$ cat src/rtl/uart_rx_dev.sv
`default_nettype none
// +--------------------------------------------------------------------------+
// | uart_rx_dev: bus-mapped 8N1 UART receiver with receive FIFO and IRQ      |
// | Revision: 1.0                                                            |
// +--------------------------------------------------------------------------+
module uart_rx_dev #(
  parameter int unsigned ClockFrequency = 50_000_000,
  parameter int unsigned BaudRate       = 115_200,
  parameter int unsigned FifoDepth      = 8
) (
  input  logic        clk_i,
  input  logic        rst_i,
  input  logic        device_req_i,
  input  logic [31:0] device_addr_i,
  input  logic        device_we_i,
  input  logic [3:0]  device_be_i,
  input  logic [31:0] device_wdata_i,
  output logic        device_rvalid_o,
  output logic [31:0] device_rdata_o,
  input  logic        uart_rx_i,
  output logic        uart_rx_irq_o
);

  localparam int unsigned c_clks_per_bit = ClockFrequency / BaudRate;
  localparam int unsigned c_cnt_w        = $clog2(c_clks_per_bit);
  localparam int unsigned c_ptr_w        = $clog2(FifoDepth) + 1;
  localparam int unsigned c_idx_w        = c_ptr_w - 1;

  localparam logic [c_cnt_w-1:0] c_bit_end  = c_cnt_w'(c_clks_per_bit - 1);
  localparam logic [c_cnt_w-1:0] c_half_end = c_cnt_w'(c_clks_per_bit / 2 - 1);
  localparam logic [c_ptr_w-1:0] c_full_xor = {1'b1, {c_idx_w{1'b0}}};

  typedef enum logic [1:0] {
    S_IDLE  = 2'd0,
    S_START = 2'd1,
    S_DATA  = 2'd2,
    S_STOP  = 2'd3
  } state_t;

  logic               r_rx_meta;
  logic               r_rx_s;
  state_t             r_state;
  state_t             w_state_nxt;
  logic [c_cnt_w-1:0] r_clk_cnt;
  logic [c_cnt_w-1:0] w_cnt_nxt;
  logic [2:0]         r_bit_idx;
  logic [2:0]         w_bit_nxt;
  logic [7:0]         r_shift;
  logic [7:0]         w_shift_nxt;
  logic               w_stop_ok;
  logic               w_stop_bad;

  logic [7:0]         r_mem [FifoDepth];
  logic [c_ptr_w-1:0] r_wptr;
  logic [c_ptr_w-1:0] r_rptr;
  logic               w_empty;
  logic               w_full;
  logic [7:0]         w_head;
  logic               w_push;
  logic               w_pop;

  logic               r_overrun;
  logic               r_frame_err;
  logic               r_irq_en;
  logic               r_rvalid;
  logic [31:0]        r_rdata;
  logic [31:0]        w_rdata_nxt;

  logic               w_rd;
  logic               w_wr;
  logic [1:0]         w_addr;
  logic               w_ovr_set;
  logic               w_ovr_clr;
  logic               w_fe_clr;
  logic               w_unused_bits;

  assign w_unused_bits = ^{device_be_i, device_addr_i[31:4], device_addr_i[1:0],
                           device_wdata_i[31:4], device_wdata_i[1]};

  always_ff @(posedge clk_i) begin
    if (rst_i) begin
      r_rx_meta <= 1'b1;
      r_rx_s    <= 1'b1;
    end else begin
      r_rx_meta <= uart_rx_i;
      r_rx_s    <= r_rx_meta;
    end
  end

  always_ff @(posedge clk_i) begin
    if (rst_i) begin
      r_state   <= S_IDLE;
      r_clk_cnt <= '0;
      r_bit_idx <= '0;
      r_shift   <= '0;
    end else begin
      r_state   <= w_state_nxt;
      r_clk_cnt <= w_cnt_nxt;
      r_bit_idx <= w_bit_nxt;
      r_shift   <= w_shift_nxt;
    end
  end

  always_comb begin
    w_state_nxt = r_state;
    w_cnt_nxt   = r_clk_cnt;
    w_bit_nxt   = r_bit_idx;
    w_shift_nxt = r_shift;
    w_stop_ok   = 1'b0;
    w_stop_bad  = 1'b0;
    case (r_state)
      S_IDLE: begin
        if (!r_rx_s) begin
          w_state_nxt = S_START;
          w_cnt_nxt   = '0;
        end
      end
      S_START: begin
        // Sampling mid start bit rejects glitches shorter than half a bit.
        if (r_clk_cnt == c_half_end) begin
          w_cnt_nxt = '0;
          if (r_rx_s) begin
            w_state_nxt = S_IDLE;
          end else begin
            w_state_nxt = S_DATA;
            w_bit_nxt   = '0;
          end
        end else begin
          w_cnt_nxt = r_clk_cnt + 1'b1;
        end
      end
      S_DATA: begin
        if (r_clk_cnt == c_bit_end) begin
          w_cnt_nxt              = '0;
          w_shift_nxt[r_bit_idx] = r_rx_s;
          w_bit_nxt              = r_bit_idx + 1'b1;
          if (r_bit_idx == 3'd7) begin
            w_state_nxt = S_STOP;
          end
        end else begin
          w_cnt_nxt = r_clk_cnt + 1'b1;
        end
      end
      S_STOP: begin
        if (r_clk_cnt == c_bit_end) begin
          w_cnt_nxt   = '0;
          w_state_nxt = S_IDLE;
          w_stop_ok   = r_rx_s;
          w_stop_bad  = ~r_rx_s;
        end else begin
          w_cnt_nxt = r_clk_cnt + 1'b1;
        end
      end
      default: w_state_nxt = S_IDLE;
    endcase
  end

  assign w_rd   = device_req_i & ~device_we_i;
  assign w_wr   = device_req_i & device_we_i;
  assign w_addr = device_addr_i[3:2];

  assign w_empty = (r_wptr == r_rptr);
  assign w_full  = ((r_wptr ^ r_rptr) == c_full_xor);
  assign w_head  = r_mem[r_rptr[c_idx_w-1:0]];

  // A pop in the same cycle frees the slot, so a full FIFO still accepts the byte.
  assign w_pop     = w_rd & (w_addr == 2'd0) & ~w_empty;
  assign w_push    = w_stop_ok & (~w_full | w_pop);
  assign w_ovr_set = w_stop_ok & w_full & ~w_pop;
  assign w_ovr_clr = w_wr & (w_addr == 2'd1) & device_wdata_i[2];
  assign w_fe_clr  = w_wr & (w_addr == 2'd1) & device_wdata_i[3];

  always_ff @(posedge clk_i) begin
    if (w_push) begin
      r_mem[r_wptr[c_idx_w-1:0]] <= r_shift;
    end
  end

  always_ff @(posedge clk_i) begin
    if (rst_i) begin
      r_wptr      <= '0;
      r_rptr      <= '0;
      r_overrun   <= 1'b0;
      r_frame_err <= 1'b0;
      r_irq_en    <= 1'b0;
    end else begin
      if (w_push) begin
        r_wptr <= r_wptr + 1'b1;
      end
      if (w_pop) begin
        r_rptr <= r_rptr + 1'b1;
      end
      r_overrun   <= w_ovr_set | (r_overrun & ~w_ovr_clr);
      r_frame_err <= w_stop_bad | (r_frame_err & ~w_fe_clr);
      if (w_wr && (w_addr == 2'd2)) begin
        r_irq_en <= device_wdata_i[0];
      end
    end
  end

  always_comb begin
    w_rdata_nxt = '0;
    case (w_addr)
      2'd0:    w_rdata_nxt = w_empty ? 32'h8000_0000 : {24'b0, w_head};
      2'd1:    w_rdata_nxt = {28'b0, r_frame_err, r_overrun, w_full, ~w_empty};
      2'd2:    w_rdata_nxt = {31'b0, r_irq_en};
      default: w_rdata_nxt = '0;
    endcase
  end

  always_ff @(posedge clk_i) begin
    if (rst_i) begin
      r_rvalid <= 1'b0;
      r_rdata  <= '0;
    end else begin
      r_rvalid <= device_req_i;
      if (w_rd) begin
        r_rdata <= w_rdata_nxt;
      end
    end
  end

  assign device_rvalid_o = r_rvalid;
  assign device_rdata_o  = r_rdata;
  assign uart_rx_irq_o   = r_irq_en & ~w_empty;

endmodule
`default_nettype wire
$ cat config.mk
export PLATFORM = sky130hd
export DESIGN_NAME = uart_rx_dev
export DESIGN_NICKNAME = d
export VERILOG_FILES = /design/src/rtl/uart_rx_dev.sv
export SDC_FILE = /design/constraint.sdc
export NUM_CORES = 1
export LEC_CHECK = 0
export ABC_AREA = 1
export CORE_MARGIN = 2
export CORE_UTILIZATION = 40
export DETAILED_ROUTE_END_ITERATION = 10
export PLACE_DENSITY = 0.65
export SLEW_MARGIN = 30
export SYNTH_ARGS = -nofsm -noshare
export SYNTH_HDL_FRONTEND = slang
export SYNTH_SLANG_ARGS = --single-unit
$ cat constraint.sdc
create_clock -name clk_i -period 2.4 [get_ports clk_i]
set_input_delay 0.36 -clock clk_i [delete_from_list [all_inputs] [get_ports clk_i]]
set_output_delay 0.36 -clock clk_i [all_outputs]
set_load 0.03 [all_outputs]
; Yosys cells after proc, flatten, opt, wreduce, memory -nomap -nowiden
; Memories as Yosys holds them, arrays and structs flattened. A register that Yosys moved wholly into a read port is not among the register bits.
; Index checks and enable logic that the tools add are counted.
[classes]
n_addsub = 4
reduce_logical = 9
n_lt_le_gt_ge = 2
n_bitwise = 24
eq_ne = 16
mux = 28
[ops]
columns = cell, n
row1 = $pmux 32 s3, 1
row2 = $mux 32, 1
row3 = $mux 9, 3
row4 = $pmux 9 s3, 1
row5 = $mux 3, 5
row6 = $and 1x1->1, 13
row7 = $mux 2, 6
row8 = $ne 2x2->1 const B, 6
row9 = $add 9x1->9 const B, 1
row10 = $eq 9x8->1 const B, 1
row11 = $eq 9x9->1 const B, 1
row12 = $add 4x1->4 const B, 2
row13 = $bwmux 8, 1
row14 = $pmux 2 s4, 1
row15 = $mux 1, 7
row16 = $not 1->1, 7
row17 = $eq 2x2->1 const B, 3
row18 = $pmux 3 s2, 1
row19 = $reduce_and 5->1, 1
row20 = $eq 2x1->1 const B, 2
row21 = $eq 4x4->1, 1
row22 = $eq 4x4->1 const B, 1
row23 = $logic_not 2->1, 2
row24 = $lt 3x4->1 const B, 1
row25 = other kinds (11), 14
[word_totals]
out_inout_bits = 34
register_bits = 68
inputBits = 73
mem_bits_rw = 64
elab_cells = 97
memories = 1
[memory_table]
columns = name, depth, word_bits, read_ports, rd_ports_with_merged_regs, write_ports, line
row1 = r_mem, 8, 8, 1, 1, 1, 53  ; logic [7:0] r_mem [FifoDepth];

; Depth between registers and ports, before layout
[logic_depth]
ltp_word = 8
ltp_mapped = 12
depth_no_buf = 12

; Worst setup path before layout
; OpenSTA, ideal clock, no wires.
[synth_timing]
path_kind = reg-to-reg
from = register r_clk_cnt[1]
to = memory r_mem[6][0] (enable)
setup_time_ns = 0.370
required_time_ns = 2.030
path_stages_with_launch = 11
slack_ns = 0.400
synth_period_minus_slack_ns = 2.000
path_buffers = 0
arrival_time_ns = 1.630
path_cell_list = dfxtp_1 inv_1 ha_1 nand2_1 nor2_1 nand2_4 nor2_2 nand2_2 inv_2 nand2_2 nor2_1
[synth_via]
elab_chain_len = 6
[synth_rtl]
columns = item, line
row1 = start: declaration, 44  ; logic [c_cnt_w-1:0] r_clk_cnt;
row2 = start signal: assignment, 98  ; r_clk_cnt <= w_cnt_nxt;
row3 = $eq 9x9->1, 145  ; if (r_clk_cnt == c_bit_end) begin
row4 = $mux 1, 145
row5 = $mux 1, 111  ; case (r_state)
row6 = $and 1x1->1, 168  ; assign w_push = w_stop_ok & (~w_full | w_pop);
row7 = $mux 1, 174  ; if (w_push) begin
row8 = $mux 1 (not written as such), 175  ; r_mem[r_wptr[c_idx_w-1:0]] <= r_shift;
row9 = end: declaration, 53
; No other way between the ends.

; Worst setup path after layout
[layout_timing]
from = register r_wptr[3]
to = output uart_rx_irq_o
[layout_via]
elab_chain_len = 3
[layout_rtl]
columns = item, line
row1 = start: declaration, 54  ; logic [c_ptr_w-1:0] r_wptr;
row2 = start signal: assignment, 188  ; r_wptr <= r_wptr + 1'b1;
row3 = $eq 4x4->1, 162  ; assign w_empty = (r_wptr == r_rptr);
row4 = $not 1->1, 225  ; assign uart_rx_irq_o = r_irq_en & ~w_empty;
row5 = $and 1x1->1, 225
row6 = end: declaration, 21  ; output logic uart_rx_irq_o
; No other way between the ends.

==> results.sh <==
export IMPL_status="finished, final reports clean"
export IMPL_nFillCells=1214
export IMPL_drc=0
export IMPL_io_buffers=20
export IMPL_post_synth_top_area_cell="edfxtp_1"
export IMPL_cts_root_buf="clkbuf_16"
export IMPL_dr_pass1_iters=5
export IMPL_cts_buffers=9
export IMPL_grt_first_pass_wirelength_um=16930
export IMPL_yosysWarnings=0
export IMPL_grt_pass1_vias=3495
export IMPL_clkLatencyLatePin_ns=0.35
export IMPL_crit_type="register to primary output"
export IMPL_fin_skew_ns=0.009039
export IMPL_clock_path_buffers=2
export IMPL_cpPeakStageDelay_ns=0.44
export IMPL_drv_cap=0
export IMPL_fmax_mhz=468.1
export IMPL_p_leak_uw=0.002271
export IMPL_wl_per_cell_um=13.71
export IMPL_ys_seq_area_share_pct=56.24
export IMPL_yosys_area_top_type_share_pct=37.49
export IMPL_die_area_mm2=0.01374
export IMPL_synthTopCellsByCount="nand2_1, edfxtp_1, nor2_1"
export IMPL_clkSinkCount=112
export IMPL_fin_crit_sh_pct=89.01
export IMPL_slowest_stage="dfxtp_1"
export IMPL_syn_area_mm2=0.005126
export IMPL_synth_cell_types=36
export IMPL_hp_class="register to register"
export IMPL_drive_above_1_share_pct=11.89
export IMPL_design_area_mm2=0.005827
export IMPL_die_x_um=117.2
export IMPL_dp_hpwl_um=7249
export IMPL_die_h_um=117.2
export IMPL_finalMaxSlewViolations=0
export IMPL_crit_path_cell_trace="nand2_1, nand2_1, nor2_1, nand2_2, inv_1, nor2_1, dlygate4sd2_1"
export IMPL_ys_top_cells_by_area="edfxtp_1, dfxtp_1, nand2_1"
export IMPL_ys_async_sr_fraction_pct=0
export IMPL_ios=107
export IMPL_core_mm2=0.01257
export IMPL_fin_nets=672
export IMPL_power_density_mw_per_mm2=677.1
export IMPL_fin_tns_setup_ns=0
export IMPL_ff2ff_path_depth=11
export IMPL_fin_crit_ns=2.136
export IMPL_num_rows=41
export IMPL_startpoint_type="register"
export IMPL_worst_pin_slew_ns=0.6361
export IMPL_vias=3772
export IMPL_r2r_setup_slack_ns=0.34
export IMPL_vias_per_cell=4.905
export IMPL_postPlaceCellArea_mm2=0.005493
export IMPL_first_iter_violations=266
export IMPL_grt_max_degree=33
export IMPL_finalHoldViolCount=0
export IMPL_final_cells=769
export IMPL_cp_arrival_ns=1.78
export IMPL_cts_tree="built"
export IMPL_diodes=0
export IMPL_setup_viol=0
export IMPL_cp_max_fo=5
export IMPL_cts_setup_buffers=0
export IMPL_min_path_cells=1
export IMPL_clk_pin_slew_ns=0.07
export IMPL_crit_path_end_kind="primary output"
export IMPL_grt_overflow=0
export IMPL_gp_congestion=0.7516
export IMPL_ctsHtreeMaxLevel=3
export IMPL_synth_edf_count=64
export IMPL_antenna_left=0
export IMPL_antenna_found_initial=0
export IMPL_syn_area_per_cell_um2=9.105
export IMPL_placedCellCount=753
export IMPL_synthCells=563
export IMPL_synth_most_common_cell="nand2_1"
export IMPL_yosys_most_used_dff="edfxtp_1"
export IMPL_syn2layout_area_growth_pct=13.67
export IMPL_wirelength_um=10540
export IMPL_initial_utilization_pct=40.79
export IMPL_ys_ff_latch=112
export IMPL_cp_required_ns=2.04
export IMPL_ir_worst_vdd_uv=365.4
export IMPL_rsz0062_at_grt="no"
export IMPL_grt_use_total_pct=16.17
export IMPL_slew_headroom_pct=57.55
-- worst max-delay path: cells and delay by family (launching register included) --
family	cells	cell delay, ns
and+or+nand+nor	5	0.52
buffers and inverters	2	0.48
DFF	1	0.44
-- cells in the final DEF (no fill, tap or decap), drive strengths merged, types with 2 or more instances in the layout --
cell / Yosys / final
ha: 7 / 7
xor2: 3 / 3
edfxtp: 64 / 64
bufinv: 0 / 3
nor3: 18 / 18
a31oi: 5 / 5
clkbuf: 10 / 9
clkdlybuf4s50: 0 / 19
nor2: 69 / 69
inv: 52 / 52
nand3: 32 / 32
dfxtp: 48 / 48
conb: 1 / 23
or2: 2 / 2
and3: 2 / 2
a21oi: 33 / 33
nand4: 6 / 6
buf: 29 / 15
o21bai: 2 / 2
o211ai: 5 / 5
nand2: 124 / 124
o21ai: 41 / 41
o22ai: 8 / 8
clkinv: 1 / 4
-- worst paths after layout --
check | start | to
worst min-delay path | r_rx_meta | r_rx_s
worst min register to register | r_rx_meta | r_rx_s
worst max-delay path | r_wptr[3] | uart_rx_irq_o
worst max register to register | r_clk_cnt[1] | r_mem[0][4]
-- cell type report --
type | count | area [um^2] | share of cell area [%]
Multi-Input combinational cell | 381 | 1878 | 32.23
Sequential cell | 112 | 2883 | 49.47
Inverter | 53 | 203.9 | 3.500
Clock inverter | 7 | 110.1 | 1.890
Clock buffer | 9 | 225.2 | 3.865
Tap cell | 172 | 215.2 | 3.693
Timing Repair Buffer | 35 | 311.5 | 5.347
-- flip-flops by register name, summed over array words and instances, names as in the netlist, named ones only --
name	cells
r_rx_meta	1
r_rptr	4
r_rx_s	1
device_rvalid_o	1
r_frame_err	1
r_state	1
r_bit_idx	3
r_clk_cnt	9
r_mem	64
r_wptr	4
r_overrun	1
r_shift	8
device_rdata_o	9
r_irq_en	1
-- kinds of logic (layout without fill, tap and decap cells) --
logic type / after synthesis / count (layout) / synth area share (%)
and+or+nand+nor: 254 / 254 / 22.82
DFF: 112 / 112 / 56.24
AOI/OAI and AO/OA: 94 / 94 / 9.910
buffers and inverters: 92 / 104 / 8.738
adders and majority gates: 7 / 7 / 1.708
xor gates and xnor gates: 3 / 3 / 0.5127
other: 1 / 23 / 0.07315
-- metal layers --
metal / vias up / global-route usage [%] / wire [um]
li1: 1898 / - / -
met1: 1765 / 21.19 / 4831
met5: - / 0 / 0
met3: 17 / 2.832 / 470
met4: 0 / 8.078 / 248
met2: 92 / 25.86 / 4992
-- where the power goes --
| part | internal (uW) | switching, uW |
|---|---|---|
| sequential | 2020 | 18.2 |
| clock | 1010 | 662 |
| combinational | 62.9 | 169 |
| total | 3100 | 848 |
-- what timing repair did --
action                     CTS  global route
setup endpoints to repair    1             0
hold buffers                 0             0
resized for setup            1             0
-- through the flow --
step / hold WS (ns) / total power (uW) / setup slack [ns] / utilization (%)
detailed placement: 0.3991 / 2315 / 0.1693 / 43.70
floorplan: 0.3895 / 2284 / 0.4001 / -
CTS: 0.4161 / 3972 / 0.2544 / 46.36
global placement: 0.3983 / 2310 / 0.1748 / 43.70
finish: 0.4105 / 3945 / 0.2639 / 46.36
global route: 0.4220 / 4067 / 0.1356 / 46.36
Power figures use the tool's default switching activity.
